**src/rtl/axis_eth_tx_framer.sv**
```systemverilog
// rtl/axis_eth_tx_framer.sv - Ethernet TX framer: preamble/SFD, zero pad, CRC-32 FCS
module axis_eth_tx_framer #(
    parameter int MIN_FRAME_BYTES = 60,
    parameter int PREAMBLE_BYTES  = 7
) (
    input  logic       clock,
    input  logic       aresetn,
    input  logic [7:0] saxis_tdata,
    input  logic       saxis_tvalid,
    output logic       saxis_tready,
    input  logic       saxis_tlast,
    output logic [7:0] maxis_tdata,
    output logic       maxis_tvalid,
    input  logic       maxis_tready,
    output logic       maxis_tlast
);

    // Length counter is wide enough to hold MIN_FRAME_BYTES, never narrower than 1 bit.
    localparam int            LW_RAW   = $clog2(MIN_FRAME_BYTES + 1);
    localparam int            LW       = (LW_RAW < 1) ? 1 : LW_RAW;
    localparam logic [LW:0]   MIN_L    = (LW + 1)'(MIN_FRAME_BYTES);
    localparam logic [3:0]    PRE_N    = 4'(PREAMBLE_BYTES);
    localparam logic [31:0]   CRC_INIT = 32'hFFFF_FFFF;
    localparam logic [31:0]   CRC_POLY = 32'hEDB8_8320;

    typedef enum logic [2:0] {
        S_IDLE,
        S_PREAMBLE,
        S_PAYLOAD,
        S_PAD,
        S_FCS
    } state_t;

    state_t          state_q;
    logic [7:0]      tdata_q;
    logic            tvalid_q;
    logic            tlast_q;
    logic [31:0]     crc_q;
    logic [LW-1:0]   len_q;
    logic [3:0]      cnt_q;

    logic            adv;
    logic [LW:0]     len_p1;
    logic [LW-1:0]   len_d;
    logic [7:0]      upd_byte;
    logic [31:0]     crc_d;
    logic [31:0]     fcs;
    logic [7:0]      fcs_byte;

    // Reflected CRC-32 advanced by one byte, LSB first.
    function automatic logic [31:0] crc_byte(input logic [31:0] c, input logic [7:0] d);
        logic [31:0] r;
        r = c ^ {24'h0, d};
        for (int i = 0; i < 8; i++) begin
            r = r[0] ? ((r >> 1) ^ CRC_POLY) : (r >> 1);
        end
        return r;
    endfunction

    // Output register advance, upstream ready, and next values for crc/len/FCS byte.
    always_comb begin
        adv          = !tvalid_q || maxis_tready;
        saxis_tready = (state_q == S_PAYLOAD) && adv;
        len_p1       = {1'b0, len_q} + {{LW{1'b0}}, 1'b1};
        len_d        = (len_p1 >= MIN_L) ? MIN_L[LW-1:0] : len_p1[LW-1:0];
        upd_byte     = (state_q == S_PAD) ? 8'h00 : saxis_tdata;
        crc_d        = crc_byte(crc_q, upd_byte);
        fcs          = ~crc_q;
        case (cnt_q[1:0])
            2'd0:    fcs_byte = fcs[7:0];
            2'd1:    fcs_byte = fcs[15:8];
            2'd2:    fcs_byte = fcs[23:16];
            default: fcs_byte = fcs[31:24];
        endcase
    end

    assign maxis_tdata  = tdata_q;
    assign maxis_tvalid = tvalid_q;
    assign maxis_tlast  = tlast_q;

    // Framing FSM with the output register; everything moves only when the register can advance.
    always_ff @(posedge clock or negedge aresetn) begin
        if (!aresetn) begin
            state_q  <= S_IDLE;
            tdata_q  <= 8'h00;
            tvalid_q <= 1'b0;
            tlast_q  <= 1'b0;
            crc_q    <= CRC_INIT;
            len_q    <= '0;
            cnt_q    <= 4'd0;
        end else begin
            // Idle holds the per-frame accumulators at their start values.
            if (state_q == S_IDLE) begin
                crc_q <= CRC_INIT;
                len_q <= '0;
            end
            if (adv) begin
                // Nothing loaded this cycle means the register empties.
                tvalid_q <= 1'b0;
                tlast_q  <= 1'b0;
                case (state_q)
                    S_IDLE: begin
                        if (saxis_tvalid) begin
                            tdata_q  <= 8'h55;
                            tvalid_q <= 1'b1;
                            cnt_q    <= 4'd1;
                            state_q  <= S_PREAMBLE;
                        end
                    end
                    S_PREAMBLE: begin
                        tvalid_q <= 1'b1;
                        if (cnt_q == PRE_N) begin
                            tdata_q <= 8'hD5;
                            cnt_q   <= 4'd0;
                            state_q <= S_PAYLOAD;
                        end else begin
                            tdata_q <= 8'h55;
                            cnt_q   <= cnt_q + 4'd1;
                        end
                    end
                    S_PAYLOAD: begin
                        if (saxis_tvalid) begin
                            tdata_q  <= saxis_tdata;
                            tvalid_q <= 1'b1;
                            crc_q    <= crc_d;
                            len_q    <= len_d;
                            if (saxis_tlast) begin
                                cnt_q   <= 4'd0;
                                state_q <= (len_p1 < MIN_L) ? S_PAD : S_FCS;
                            end
                        end
                    end
                    S_PAD: begin
                        tdata_q  <= 8'h00;
                        tvalid_q <= 1'b1;
                        crc_q    <= crc_d;
                        len_q    <= len_d;
                        if (len_p1 == MIN_L) begin
                            cnt_q   <= 4'd0;
                            state_q <= S_FCS;
                        end
                    end
                    S_FCS: begin
                        tdata_q  <= fcs_byte;
                        tvalid_q <= 1'b1;
                        cnt_q    <= cnt_q + 4'd1;
                        if (cnt_q == 4'd3) begin
                            tlast_q <= 1'b1;
                            state_q <= S_IDLE;
                        end
                    end
                    default: state_q <= S_IDLE;
                endcase
            end
        end
    end

endmodule

```
**config.mk**
```make
export PLATFORM = sky130hd
export DESIGN_NAME = axis_eth_tx_framer
export DESIGN_NICKNAME = d
export VERILOG_FILES = /design/src/rtl/axis_eth_tx_framer.sv
export SDC_FILE = /design/constraint.sdc
export NUM_CORES = 1
export LEC_CHECK = 0
export BUFFER_PORTS_ARGS = -buffer_cell sky130_fd_sc_hd__buf_4
export CORE_ASPECT_RATIO = 0.75
export CORE_MARGIN = 10
export CORE_UTILIZATION = 35
export CTS_CLUSTER_DIAMETER = 150
export DETAILED_ROUTE_END_ITERATION = 10
export GPL_ROUTABILITY_DRIVEN = 0
export SYNTH_ARGS = -nofsm -noshare
export SYNTH_HDL_FRONTEND = slang
export SYNTH_SLANG_ARGS = --single-unit
export TNS_END_PERCENT = 100
```
**constraint.sdc**
```tcl
create_clock -name clock -period 3.6 [get_ports clock]
set_clock_uncertainty 0.2 [all_clocks]
set_input_delay 0.36 -clock clock [delete_from_list [all_inputs] [get_ports clock]]
set_output_delay 0.36 -clock clock [all_outputs]
set_load 0.01 [all_outputs]
```
==> results.md, run 1 <==
Status:
- The flow ran to the end, and the final reports show no timing, DRC or antenna violations.

Finish:
- After the last flow step, the layout net total stands at 440.
- After filler insertion, the fill cell instance count of the layout stands at 1030.
- Cells fill 40.9% of the core in the end.
- The number of antenna cells inserted is 0.
- From synthesis to final layout, the design area changed by 12.1%.
- The finished layout holds 558 standard cells, fillers aside.
- The proportion of layout cells with a drive suffix above 1 is around 20%.

Drt:
- In the final routed layout, each cell accounts on average for 18.7 µm.
- The number of DRC markers in iteration 0 is 387.
- The total detailed-routing wirelength is ~10 mm.
- The count of TritonRoute iterations in the first routing pass is 5.
- The count of nets left with antenna violations once routing finished came out at 0.
- The total vias in the final route is 3119.
- After detailed routing, the number of remaining DRC violations is 0.
- The routed via count divided by cell count is 5.59.

Logic synthesis:
- Of all cell types, the one taking the most synthesized area is dfstp_2.
- The synthesized design contains 0 enable-type register cells.
- Ranked by instance count, the synthesized netlist is headed by 35 x a21oi_1, 32 x dfstp_2, 32 x nand2_1, 32 x xnor2_1.
- a21oi_1 is the most common cell in the netlist.
- Of the total synthesized cell area, the portion taken by full adders, half adders and majority gates is 1.97%.
- The area fraction in and, or, nand and nor cells after synthesis is 17.4%.
- The async set or reset register ratio after synthesis is 100%.
- The number of nets handed over by synthesis was about 430.
- The total of flip-flops plus latches after synthesis is between 50 and 60.
- The main combinational cell family by area after synthesis is XOR/XNOR gates.
- The number of different library cells in the post-synthesis netlist is 59.
- The cell area that synthesis handed to floorplanning was 3810 µm².
- The area share of the largest cell type after synthesis is between 20 and 25%.
- By area the synthesized netlist is led by dfstp_2 22%, dfrtp_1 15%, xnor2_1 7.4%, xor2_1 5.5%, a21oi_1 4.6%.
- Of the synthesized area, sequential elements account for 37.2%.
- The number of warning messages in the yosys log is 0.
- The synthesized-area fraction occupied by ao, oa, aoi and oai cells is a little under a fifth.
- Of the total synthesized cell area, the portion taken by XOR and XNOR cells is between 20% and 30%.
- The multiplexer fraction of the synthesized cell area is 0.558%.
- The prevailing post-synth register cell is dfstp_2.
- The number of cells produced by synthesis is 406.
- In this run the mean area of a mapped cell was approximately 9.4 µm².

Pwr:
- The total power draw is 0.00474 W.
- In this run the power density over the cells is between 1000 and 1500 nW/µm².
- Across the VDD grid, the largest voltage drop is 0.511 mV.
- The leakage power total is 1.72 nW.

Setup path:
- The slowest stage cell on the critical path is dfrtp_1.
- The cell that appears most often on the critical path is xnor3_1.
- The worst setup path is launched from a flop.
- The highest fanout seen on the critical path is 14.
- The path type of the worst setup path is reg -> reg.
- The type of destination of the critical path is a flop.
- For the worst setup path, the data required time is 3.62 ns.
- STA puts the critical path data arrival time at 3.06 ns.
- On the worst path, the slowest cell contributes a delay of between 0.6 and 0.7 ns.
- The count of buffer and inverter cells on the critical path is 0.
- The signal on the critical path passes through nand2b_1 -> o221ai_4 -> xnor3_1 -> xor3_2 -> xnor3_1 -> a221o_1.
- The cell type group with the largest total delay on the critical path is XOR/XNOR gates.

Timing:
- Setup violations remaining at the end of the flow were counted as 0.
- The final total negative setup slack is 0 ns.
- The transition time at the pin with the least slew margin is 0.722 ns.
- The number of failing hold endpoints at the final stage is 0.
- The worst path uses between 80 and 90% of the clock period.
- The worst path needs 3.03 ns of the cycle, external delays included.
- The worst hold slack is just under 0.2 ns.
- The final max-slew violation count is 0.
- Setup repair after global routing left no endpoint under its margin.
- Static timing analysis puts the maximum clock frequency at 330 MHz.
- The headroom to the max-slew limit is 51.9%.

Floorplanning:
- The initial utilization of the core area, before any placement, comes to 36.5%.
- The number of placement rows is 32.
- The floorplan step set the die height to 110 µm.
- Measured along the x axis, the die boundary spans approximately 140 µm.
- The placeable core area is 10500 µm².
- The I/O pin total is 24.
- The floorplan step defined a die boundary enclosing 15500 µm².

Clocking:
- The clock passes through at most 2 buffers.
- Clock tree synthesis found a total of 55 sinks.
- The number of gates resized after CTS is 0.
- The number of clock buffers added by TritonCTS is 5.
- The clock tree from TritonCTS is yes.
- The clock insertion delay at the later pin of the skew report is 0.30 ns.
- The cell sitting at the root of the clock tree is a clkbuf_16.
- The number of H-tree levels is 2.
- After clock tree synthesis, the clock-pin slew on the worst setup and hold paths is 0.08 ns.

Global routing:
- The total global routing overflow is 0.
- Entering global routing, the biggest net connects 56 pins.
- The initial antenna violation count is 0.
- The wire length of the first global-routing pass is 16.7 mm.
- The total routing usage reported by global routing is 13.5%.
- The via count of the first global-routing pass is 2907.

Job:
- The tool flagged a number of max-cap violations equal to 0.

Worst hold path:
- The class of the tightest hold or removal check is in -> reg.

Place:
- The detailed placement HPWL is between 7 and 8 mm.
- The number of buffers inserted by port buffering is 23.
- The cell total after placement is roughly 550.
flip-flops by register name, summed over array words and instances (netlist names):
| signal | count |
|---|---|
| maxis_tdata | 8 |
| crc_q | 32 |
| maxis_tvalid | 1 |
| len_q | 6 |
| cnt_q | 4 |
| state_q | 3 |
| maxis_tlast | 1 |
cells in the final DEF, fill, tap and decap left out, types with 9 or more instances in the layout:
master    synthesis  layout
a21oi_1          35      35
nand2_1          32      32
xnor2_1          32      32
dfstp_2          32      32
buf_4             1      30
nor2_1           28      28
nor3_1           28      26
xor2_1           24      24
o21ai_0          23      23
dfrtp_1          23      23
nand2b_1         14      14
inv_1            11      11
o22ai_1           9       9
worst min-delay path: stages:
cell      delay, ns
buf_4          0.08
nand2b_1       0.15
nand2b_1       0.07
layout make-up:
cell class,instances,area (µm²),share of cell area [%]
flip-flops and latches,55,1420,33.1
clock buffers,5,125,2.93
well taps,136,170,3.98
clock inverters,3,15.0,0.351
multi-input cells,315,2260,53.0
repair buffers,31,235,5.50
inverters,13,48.8,1.14
stage by stage:
step                worst slack, ns  cell area [µm²]
CTS                           0.594             4270
detailed placement            0.635             4120
global route                  0.428             4270
global placement              0.717             4120
finish                        0.567             4270
floorplan                      1.05             3810
path summary, 6_finish.rpt:
kind	startpoint	endpoint	slack (ns)	depth (start not counted)
max reg2reg	state_q[0]$_DFFE_PN0P_	crc_q[20]$_DFF_PN1_	0.57	6
min	maxis_tready	maxis_tvalid$_DFFE_PN0N_	0.20	3
min reg2reg	maxis_tdata[4]$_DFFE_PN0P_	maxis_tdata[4]$_DFFE_PN0P_	0.28	2
max	state_q[0]$_DFFE_PN0P_	crc_q[20]$_DFF_PN1_	0.57	6
max in group asynchronous	aresetn	len_q[2]$_DFF_PN0_	2.26	2
min in group asynchronous	aresetn	maxis_tlast$_DFFE_PN0N_	0.42	2
routing by layer:
| layer | wire length (µm) | track usage, % | vias to the layer above |
|---|---|---|---|
| met5 | 0 | 0 | - |
| met2 | 4080 | 17.8 | 124 |
| met4 | 135 | 3.90 | 0 |
| li1 | - | - | 1464 |
| met3 | 889 | 4.40 | 12 |
| met1 | 5340 | 20.2 | 1519 |
cells by family (layout without fill, tap and decap cells):
logic type,after synthesis,count (layout)
compound gates,106,106
xor+xnor,69,69
fa+ha+maj,6,6
buf+inv,36,52
flops,55,55
mux,2,2
simple gates,132,132
report_power, final:
| group | total [W] | switching (W) | internal (W) |
|---|---|---|---|
| registers | 0.00119 | 0.000272 | 0.000921 |
| clock network | 0.000488 | 0.000233 | 0.000255 |
| logic | 0.00306 | 0.00164 | 0.00142 |
| total | 0.00474 | 0.00215 | 0.00259 |
timing repair:
| item | 4_1_cts | 5_1_grt |
|---|---|---|
| setup buffers | 0 | 0 |
| endpoints found under the hold margin | 23 | 0 |
| hold buffers | 1 | 0 |
Power figures use the tool's default switching activity.
==> run 2, diff against run 1 <==
==> constraint.sdc (replaced) <==
create_clock -name clock -period 2.9 [get_ports clock]
set_clock_uncertainty 0.2 [all_clocks]
set_input_delay 0.29 -clock clock [delete_from_list [all_inputs] [get_ports clock]]
set_output_delay 0.29 -clock clock [all_outputs]
set_load 0.01 [all_outputs]
==> results.md, run 2 (synthesis gave the netlist of run 1 again) <==
Floorplanning:
- The initial standard-cell utilization of the core is 36.5% (unchanged).
- The die outline width is 141 µm (unchanged).
- The floorplan die area came to 15500 µm² (unchanged).
- The I/O pin total is 24 (unchanged).
- The height of the die is 110 µm (unchanged).
- The number of placement rows is 32 (unchanged).
- The placeable core area is 10500 µm² (unchanged).

Job:
- The number of max-cap violations is 0 (unchanged).

Pwr:
- The leakage power total came to 1.79 nW (+4.4%).
- The power per unit of standard cell area is 1380 nW/µm² (+24%).
- The peak ir drop on the vdd network is 0.606 mV (+18%).

Global routing:
- The pin count of the biggest net entering global routing is 56 (unchanged).
- The total global routing overflow is 0 (unchanged).
- The met3 usage is 3.59% (-0.81 points).
- The via count of the first global-routing pass came to 2982 (+2.6%).
- The wire length of the first global-routing pass was 17.2 mm (+2.9%).
- The initial antenna violation count was 0 (unchanged).
- The met1 track demand over resource came to 21.2% (+1.0 points).
- The total routing usage reported by global routing came to 14.0% (+0.43 points).
- The met2 track utilization from global routing came to 19.0% (+1.2 points).
- The busiest layer in global routing is met1.

Finish:
- The final instance area is 4400 µm² (+2.9%).
- The area growth from synthesis to layout is 15.4%.
- The net count of the finished layout came to 455 (+3.4%).
- The number of antenna cells inserted is 0 (unchanged).
- Counting flops per register, the top entry is crc_q.
- The flip-flop count of the largest register, all copies and words added is 32 (unchanged).
- The library cell used most frequently in the layout, excluding fill and tap cells, is buf_4.
- The proportion of layout cells with a drive suffix above 1 was 23.3% (+2.7 points).
- The top cell types in the final layout, fill and taps aside, are 44 x buf_4, 35 x a21oi_1, 32 x nand2_1, 32 x xnor2_1, 32 x dfstp_2.

Clocking:
- The clock tree from TritonCTS is yes.
- The number of CTS-inserted buffers is 5 (unchanged).
- The buffer depth of the longest clock path is 2 (unchanged).
- The number of buffers inserted to repair setup after CTS is 0 (unchanged).
- The clock insertion delay at the later pin of the skew report is 0.30 ns (about the same).
- The clock transition at the registers of the reported paths is 0.07 ns (about the same).
- The number of H-tree levels is 2 (unchanged).
- The TritonCTS sink count is 55 (unchanged).
- The cell sitting at the root of the clock tree is a clkbuf_16.

Place:
- The worst slack at placement was 0.139 ns (-0.496 ns).
- The detailed placement HPWL is 8.01 mm (+3.9%).
- The placed standard-cell area came to 4250 µm² (+3.0%).
- The number of buffers inserted by port buffering came to 23 (unchanged).

Setup path:
- The cell count of the worst reg-to-reg path was 6 (unchanged).
- The startpoint identified for the worst register-to-register timing path is state_q[1]$_DFFE_PN0P_.
- The highest fanout seen on the critical path is 9 (-5).
- The worst setup slack for register-to-register paths is 0.11 ns (-0.46 ns).
- The endpoint identified for the worst register-to-register timing path is crc_q[20]$_DFF_PN1_.
- The type of destination of the critical path is a flop.
- The critical path is of the reg -> reg type.
- The endpoint required time on the critical path was 2.92 ns (-0.70 ns).
- STA classifies the critical path startpoint as a flop.
- The arrival time at the worst endpoint is 2.81 ns (-0.25 ns).

Timing:
- The headroom to the max-slew limit is 51.7% (-0.19 points).
- The setup violation total in the final timing report is 0 (unchanged).
- Setup repair after global routing left no endpoint under its margin.
- The final max-slew violation count is 0 (unchanged).
- The highest clock rate came to 359 MHz (+8.8%).
- The number of failing hold endpoints at the final stage was 0 (unchanged).
- The setup slack of the critical path after layout came to 0.111 ns (-0.456 ns).
- The transition time at the pin with the least slew margin came to 0.707 ns (-0.0154 ns).
- The final total negative setup slack is 0 ns (unchanged).
- The final critical-path required period was 2.79 ns (-0.244 ns).
- The part of the cycle the worst path needs is 96.2% (+12 points).

Drt:
- The count of TritonRoute iterations in the first routing pass is 5 (unchanged).
- The routed via count divided by cell count is 5.47 (-2.1%).
- The total vias in the final route is 3135 (+0.51%).
- The remaining antenna violation count after routing is 0 (unchanged).
- The number of DRC markers in iteration 0 is 387 (unchanged).
- The total detailed-routing wirelength was 10.6 mm (+1.2%).
- The number of design rule violations left after detail routing was 0 (unchanged).
- The mean routed wirelength per cell was 18.4 µm (-1.5%).

Worst hold path:
- The min-delay analysis places its worst path in the category in -> reg.
- The worst hold path cell count is 3 (unchanged).
- The hold path endpoint is maxis_tvalid$_DFFE_PN0N_.
- The beginning of the worst hold path is maxis_tready.

Status:
- The flow ran to the end, and the final reports show no timing, DRC or antenna violations.
run 2: how the worst max path moves through the flow:
| stage | from | to | slack [ns] | depth (start not counted) |
|---|---|---|---|---|
| after floorplan | state_q[2]$_DFFE_PN0P_ | crc_q[20]$_DFF_PN1_ | 0.35 | 7 |
| after global placement | state_q[1]$_DFFE_PN0P_ | crc_q[20]$_DFF_PN1_ | 0.23 | 6 |
| after detailed placement | state_q[1]$_DFFE_PN0P_ | crc_q[20]$_DFF_PN1_ | 0.14 | 6 |
| after CTS | state_q[1]$_DFFE_PN0P_ | crc_q[20]$_DFF_PN1_ | 0.12 | 6 |
| after global routing | state_q[1]$_DFFE_PN0P_ | crc_q[20]$_DFF_PN1_ | 0.007 | 6 |
| final | state_q[1]$_DFFE_PN0P_ | crc_q[20]$_DFF_PN1_ | 0.11 | 6 |
run 2: repair_timing:
item                      4_1_cts  5_1_grt
hold buffers                    1        0
resized for setup               0        0
hold endpoints to repair       23        0
run 2: per-layer routing:
metal  share of wire, %  vias up
met1                 51     1505
met3                8.0       11
met4                1.0        0
met2                 40      129
li1                   -     1490
met5                  0        -
run 2: layout make-up:
class | count | area, µm²
clock buffers | 5 | 125
clock inverters | 3 | 15.0
fillers | 1030 | 6050
inverters | 13 | 48.8
multi-input cells | 315 | 2260
flip-flops and latches | 55 | 1420
well taps | 136 | 170
repair buffers | 46 | 360
run 2: where the power goes:
part | total (W) | switching [W] | internal (W)
clock | 0.000600 | 0.000284 | 0.000316
combinational | 0.00401 | 0.00211 | 0.00190
sequential | 0.00145 | 0.000303 | 0.00115
total | 0.00606 | 0.00270 | 0.00336
run 2: critical path: stages, from the launching register on:
cell     delay [ns]
dfrtp_1        0.54
and3b_1        0.41
nor2_2         0.10
xnor3_1        0.40
xor3_2         0.33
xnor3_1        0.42
a221o_1        0.31
run 2: stage by stage:
| step | instances | hold slack [ns] | utilization (%) | total power [W] |
|---|---|---|---|---|
| 2_1_floorplan | 406 | -0.206 | - | 0.00433 |
| 3_3_place_gp | 564 | 0.183 | 40.7 | 0.00539 |
| 3_5_place_dp | 564 | 0.190 | 40.7 | 0.00543 |
| 4_1_cts | 573 | 0.120 | 42.1 | 0.00607 |
| 5_1_grt | 573 | 0.128 | 42.1 | 0.00651 |
| 6_report | 573 | 0.121 | 42.1 | 0.00606 |
